--- src/rtl/tdc_event_reader.sv ---
// rtl/tdc_event_reader.sv - TDC channel event capture with clear handshake and FWFT event FIFO
module tdc_event_reader #(
    parameter int FIFO_DEPTH    = 4,
    parameter int CLEAR_TIMEOUT = 8,
    parameter int DROP_ON_FULL  = 0
) (
    input  logic                                 clk,
    input  logic                                 reset,
    input  logic                                 enable,
    input  logic                                 tdc_hasEvent,
    input  logic [31:0]                          tdc_timestamp,
    input  logic [31:0]                          tdc_timeOverThreshold,
    output logic                                 tdc_clear,
    output logic                                 out_valid,
    input  logic                                 out_ready,
    output logic [31:0]                          out_timestamp,
    output logic [31:0]                          out_tot,
    output logic [$clog2(FIFO_DEPTH+1)-1:0]      fifo_count,
    output logic [15:0]                          drop_count,
    output logic                                 clear_timeout_err
);

    localparam int PW = $clog2(FIFO_DEPTH);
    localparam int CW = $clog2(FIFO_DEPTH + 1);
    localparam int TW = $clog2(CLEAR_TIMEOUT);

    typedef enum logic [1:0] {
        S_IDLE     = 2'd0,
        S_CLEAR    = 2'd1,
        S_WAIT_LOW = 2'd2
    } state_t;

    state_t          state_q, state_d;
    logic [TW-1:0]   tmo_cnt_q, tmo_cnt_d;
    logic            clear_q, clear_d;
    logic            err_q, err_d;
    logic [15:0]     drop_cnt_q, drop_cnt_d;

    logic [PW-1:0]   wr_ptr_q, rd_ptr_q;
    logic [CW-1:0]   count_q;
    logic [63:0]     mem_q [FIFO_DEPTH];
    logic [63:0]     head;

    logic            fifo_full;
    logic            fifo_empty;
    logic            push;
    logic            pop;
    logic            drop;

    assign fifo_full  = (count_q == CW'(FIFO_DEPTH));
    assign fifo_empty = (count_q == '0);
    // Full is judged on the pre-edge count, so a pop in the same cycle never makes room for a capture.
    assign pop        = !fifo_empty && out_ready;

    // Next-state and capture decisions; clear pulse is registered from the next state.
    always_comb begin
        state_d    = state_q;
        tmo_cnt_d  = tmo_cnt_q;
        err_d      = err_q;
        drop_cnt_d = drop_cnt_q;
        push       = 1'b0;
        drop       = 1'b0;
        case (state_q)
            S_IDLE: begin
                if (enable && tdc_hasEvent) begin
                    if (!fifo_full) begin
                        push    = 1'b1;
                        state_d = S_CLEAR;
                    end else if (DROP_ON_FULL != 0) begin
                        drop    = 1'b1;
                        state_d = S_CLEAR;
                    end
                end
            end
            S_CLEAR: begin
                tmo_cnt_d = '0;
                state_d   = S_WAIT_LOW;
            end
            S_WAIT_LOW: begin
                if (!tdc_hasEvent) begin
                    state_d = S_IDLE;
                end else if (tmo_cnt_q == TW'(CLEAR_TIMEOUT - 1)) begin
                    // The TDC ignored the clear; pulse it again without re-capturing.
                    err_d   = 1'b1;
                    state_d = S_CLEAR;
                end else begin
                    tmo_cnt_d = tmo_cnt_q + 1'b1;
                end
            end
            default: state_d = S_IDLE;
        endcase
        if (drop && (drop_cnt_q != 16'hFFFF)) begin
            drop_cnt_d = drop_cnt_q + 16'd1;
        end
        clear_d = (state_d == S_CLEAR);
    end

    // Handshake state, clear pulse and status registers.
    always_ff @(posedge clk or posedge reset) begin
        if (reset) begin
            state_q    <= S_IDLE;
            tmo_cnt_q  <= '0;
            clear_q    <= 1'b0;
            err_q      <= 1'b0;
            drop_cnt_q <= '0;
        end else begin
            state_q    <= state_d;
            tmo_cnt_q  <= tmo_cnt_d;
            clear_q    <= clear_d;
            err_q      <= err_d;
            drop_cnt_q <= drop_cnt_d;
        end
    end

    // FIFO pointers and occupancy; pointers wrap naturally since depth is a power of two.
    always_ff @(posedge clk or posedge reset) begin
        if (reset) begin
            wr_ptr_q <= '0;
            rd_ptr_q <= '0;
            count_q  <= '0;
        end else begin
            if (push) begin
                wr_ptr_q <= wr_ptr_q + 1'b1;
            end
            if (pop) begin
                rd_ptr_q <= rd_ptr_q + 1'b1;
            end
            case ({push, pop})
                2'b10:   count_q <= count_q + 1'b1;
                2'b01:   count_q <= count_q - 1'b1;
                default: count_q <= count_q;
            endcase
        end
    end

    // Event storage: {timestamp, tot} per entry.
    always_ff @(posedge clk) begin
        if (push) begin
            mem_q[wr_ptr_q] <= {tdc_timestamp, tdc_timeOverThreshold};
        end
    end

    assign head              = mem_q[rd_ptr_q];
    assign out_valid         = !fifo_empty;
    assign out_timestamp     = out_valid ? head[63:32] : 32'd0;
    assign out_tot           = out_valid ? head[31:0]  : 32'd0;
    assign fifo_count        = count_q;
    assign tdc_clear         = clear_q;
    assign drop_count        = drop_cnt_q;
    assign clear_timeout_err = err_q;

endmodule

--- config.mk ---
export PLATFORM = sky130hd
export DESIGN_NAME = tdc_event_reader
export DESIGN_NICKNAME = d
export VERILOG_FILES = /design/src/rtl/tdc_event_reader.sv
export SDC_FILE = /design/constraint.sdc
export NUM_CORES = 1
export LEC_CHECK = 0
export ABC_CLOCK_PERIOD_IN_PS = 3500
export CAP_MARGIN = 0
export CORE_ASPECT_RATIO = 1.4
export CORE_MARGIN = 2
export CORE_UTILIZATION = 54
export DETAILED_ROUTE_END_ITERATION = 12
export GPL_ROUTABILITY_DRIVEN = 0
export HOLD_SLACK_MARGIN = 0.02
export PLACE_DENSITY = 0.79
export SLEW_MARGIN = 10
export SYNTH_ARGS = -nofsm -noshare
export SYNTH_HDL_FRONTEND = slang
export SYNTH_SLANG_ARGS = --single-unit
--- constraint.sdc ---
create_clock -name clk -period 3.5 [get_ports clk]
set_input_delay 0.35 -clock clk [delete_from_list [all_inputs] [get_ports clk]]
set_output_delay 0.35 -clock clk [all_outputs]
set_load 0.05 [all_outputs]
==> reports/metrics.cfg <==
[sta]
tns_ns=0
slew_headroom_pct=54.49
whs_ns=0.1785
finalCriticalPeriod_ns=3.205
slew_viol_final=0
setup_viol=0
fin_skew_ns=0.02427
finalHoldViolCount=0
post-route-period-util_pct=91.56
tightest_slew_ns=0.6826
max_freq_mhz=312.1
rsz0062_at_grt=no

[drt]
drc_errors=0
first_pass_iters=5
wirelength_mm=19.22
wl_per_cell_um=21.26
via_per_inst=5.534
first_iter_violations=358
final_antenna_net_count=0
vias=5003

[place]
io_buffers=138
dpl.cell_count=863
detailedPlacementHpwl_mm=11.48

[clock_tree]
numCtsBuffers=24
clock_sinks=270
cts_hold_buf=0
clk_path_buf_depth=3
clkTransAtPathRegs_ns=0.07
cts_root_buffer=clkbuf_16
ctsHtreeMaxLevel=1
clkLatencyLatePin_ns=0.52
cts_tree=done

[setup_path]
path_delay_family=buffers and inverters
worstPathRequired_ns=3.15
cp_slowest_stage_delay_ns=0.70
crit_slowest_cell=clkdlybuf4s50_1
path_class=reg -> out
path_cells=buf_12 -> mux4_2 -> and2_1 -> clkdlybuf4s50_1
cp_max_fo=24
cp_data_arrival_time_ns=2.85
end_kind=output pin
critPathLaunchType=register
cp_num_buf_inv=2

[synth]
postSynthAreaPerCell_sq_um=21.61
synth_edf_count=256
synth_top_cell_by_area=edfxtp_1
ys_types=29
yosysTopAreaCellShare_pct=72.89
mappedNetlistArea_sq_mm=0.01055
synth.area.top_cells=edfxtp_1 73%, mux4_2 14%, and2_1 4.1%, dfrtp_1 3.3%, buf_4 1.1%
seq_area_frac_synth_pct=76.21
synth_cells=488
synth-seq-cells=270
yosys_warnings=0
synth_top_flop_cell=edfxtp_1
synth_async_sr_flop_share_pct=5.185

[grt]
grt_antenna_before_repair=1
grt-ovfl-total=0
grt_usage_pct=18.83
grt_max_degree=68
grt_pass1_wl_mm=29.43
grt_pass1_vias=5399

[hold_path]
min_path_type=in -> async

[pwr]
p_int_mw=7.304
p_leak_nw=4.279
peakVddDrop_mv=0.6065
p_clk_share_pct=20.3
power_switching_mw=4.493
swShare_pct=38.09
p_seq_share_pct=34.3
p_per_area_mw_per_mm2=911.7
power_frac_comb_pct=45.3

[cells_and_area]
drive_gt1_share_pct=17.86
fillers=1243
area_growth_pct=22.68
final_cells=904
finalNetCount=719

[flow_run]
cap_violations=0

[outcome]
status=completed

[die]
row_count=60
start_util_pct=54.88
die_w_um=122.1
io_pins=155
design.die.area_sq_mm=0.02068
core-area_sq_mm=0.01922
die_y_um=169.4

## Yosys cell counts (2+ instances only)
cell type	number
inv_1	8
mux2_2	2
nor2_1	2
nand2b_1	4
mux4_2	64
dfrtp_1	14
and2_1	69
buf_2	8
xor2_1	3
clkbuf_1	9
xnor2_1	3
buf_4	16
buf_6	5
o2bb2ai_1	3
nand2_1	2
edfxtp_1	256
ha_1	7
a2bb2oi_1	2
## sequential cells by signal, indices dropped and copies added, names as in the netlist
name,count
state_q,2
tmo_cnt_q,3
tdc_clear,1
clear_timeout_err,1
rd_ptr_q,2
wr_ptr_q,2
fifo_count,3
mem_q,256
## cell usage in the layout, fill, tap and decap left out, drive strengths merged
cell	synthesis	layout
edfxtp	256	256
nand4bb	1	1
diode	0	1
nor4bb	1	1
and2	69	69
fa	1	1
nand3	1	1
a21oi	1	1
nand4b	1	1
clkbuf	9	28
nand2b	4	4
xnor2	3	3
mux4	64	64
xor2	3	3
dfrtp	14	14
mux2i	1	1
inv	8	8
clkdlybuf4s50	0	138
a31oi	1	1
buf	29	13
or3	1	1
o2bb2ai	3	3
a2bb2oi	2	2
bufinv	0	1
nor2	2	2
conb	1	16
mux2	2	2
clkinv	0	10
ha	7	7
o21a	1	1
nand2	2	2
## final timing paths
path                                                from  cells past startpoint  slack, ns                 to
worst max-delay path                         rd_ptr_q[0]                      4       0.30   out_timestamp[3]
worst min-delay path                               reset                      2       0.18       tmo_cnt_q[2]
worst max register to register             fifo_count[2]                      8       1.03      fifo_count[2]
worst min register to register         clear_timeout_err                      1       0.48  clear_timeout_err
max in group asynchronous                          reset                      2       2.90        rd_ptr_q[0]
min in group clk                tdc_timeOverThreshold[0]                      1       0.46        mem_q[2][0]
## through the flow
stage | area (sq um) | utilization (%) | setup WS [ns] | power [mW]
after global routing | 12940 | 67.32 | 0.1882 | 12.25
after floorplan | 10600 | - | 0.4257 | 7.853
after global placement | 12200 | 63.48 | 0.6235 | 9.389
after detailed placement | 12200 | 63.48 | 0.6088 | 9.454
after CTS | 12900 | 67.15 | 0.07285 | 11.86
final | 12940 | 67.32 | 0.2955 | 11.80
## power by group through the flow
stage / clock network (mW) / logic [mW] / registers, mW
after global placement: 0 / 5.26 / 4.13
final: 2.40 / 5.35 / 4.05
after global routing: 2.56 / 5.60 / 4.09
after detailed placement: 0 / 5.30 / 4.16
after floorplan: 0 / 3.74 / 4.11
after CTS: 2.45 / 5.32 / 4.09
## final cells by class
type | count | area [sq um] | area share (%)
Multi-Input combinational cell | 187 | 2300 | 17.77
Clock inverter | 11 | 88.84 | 0.6866
Clock buffer | 28 | 615.6 | 4.758
Sequential cell | 270 | 8043 | 62.16
Timing Repair Buffer | 151 | 1549 | 11.97
Tap cell | 248 | 310.3 | 2.398
Antenna cell | 1 | 2.502 | 0.01934
Inverter | 8 | 30.03 | 0.2321
## logic make-up (layout without fill, tap and decap cells)
group / after synthesis / count (layout) / share of synthesized area (%)
simple gates: 82 / 82 / 4.864
buf+inv: 46 / 198 / 2.658
mux: 67 / 67 / 13.98
compound gates: 8 / 8 / 0.7356
flops: 270 / 270 / 76.21
other cells: 1 / 17 / 0.03556
xor+xnor: 6 / 6 / 0.4984
fa+ha+maj: 8 / 8 / 1.020
## layer usage
metal  global-route usage (%)  up-vias  routed length [um]
met5                        0        -                   0
met4                    5.647        0                 472
met3                    2.856       28                1145
met2                    32.16      170               10130
met1                    25.28     2584                7463
li1                         -     2221                   -
## what timing repair did
item,CTS,global route
endpoints found under the hold margin,0,0
buffers inserted,0,1
setup endpoints to repair,0,21
resized for setup,0,1
No activity file was read; power rests on OpenSTA's default activity.
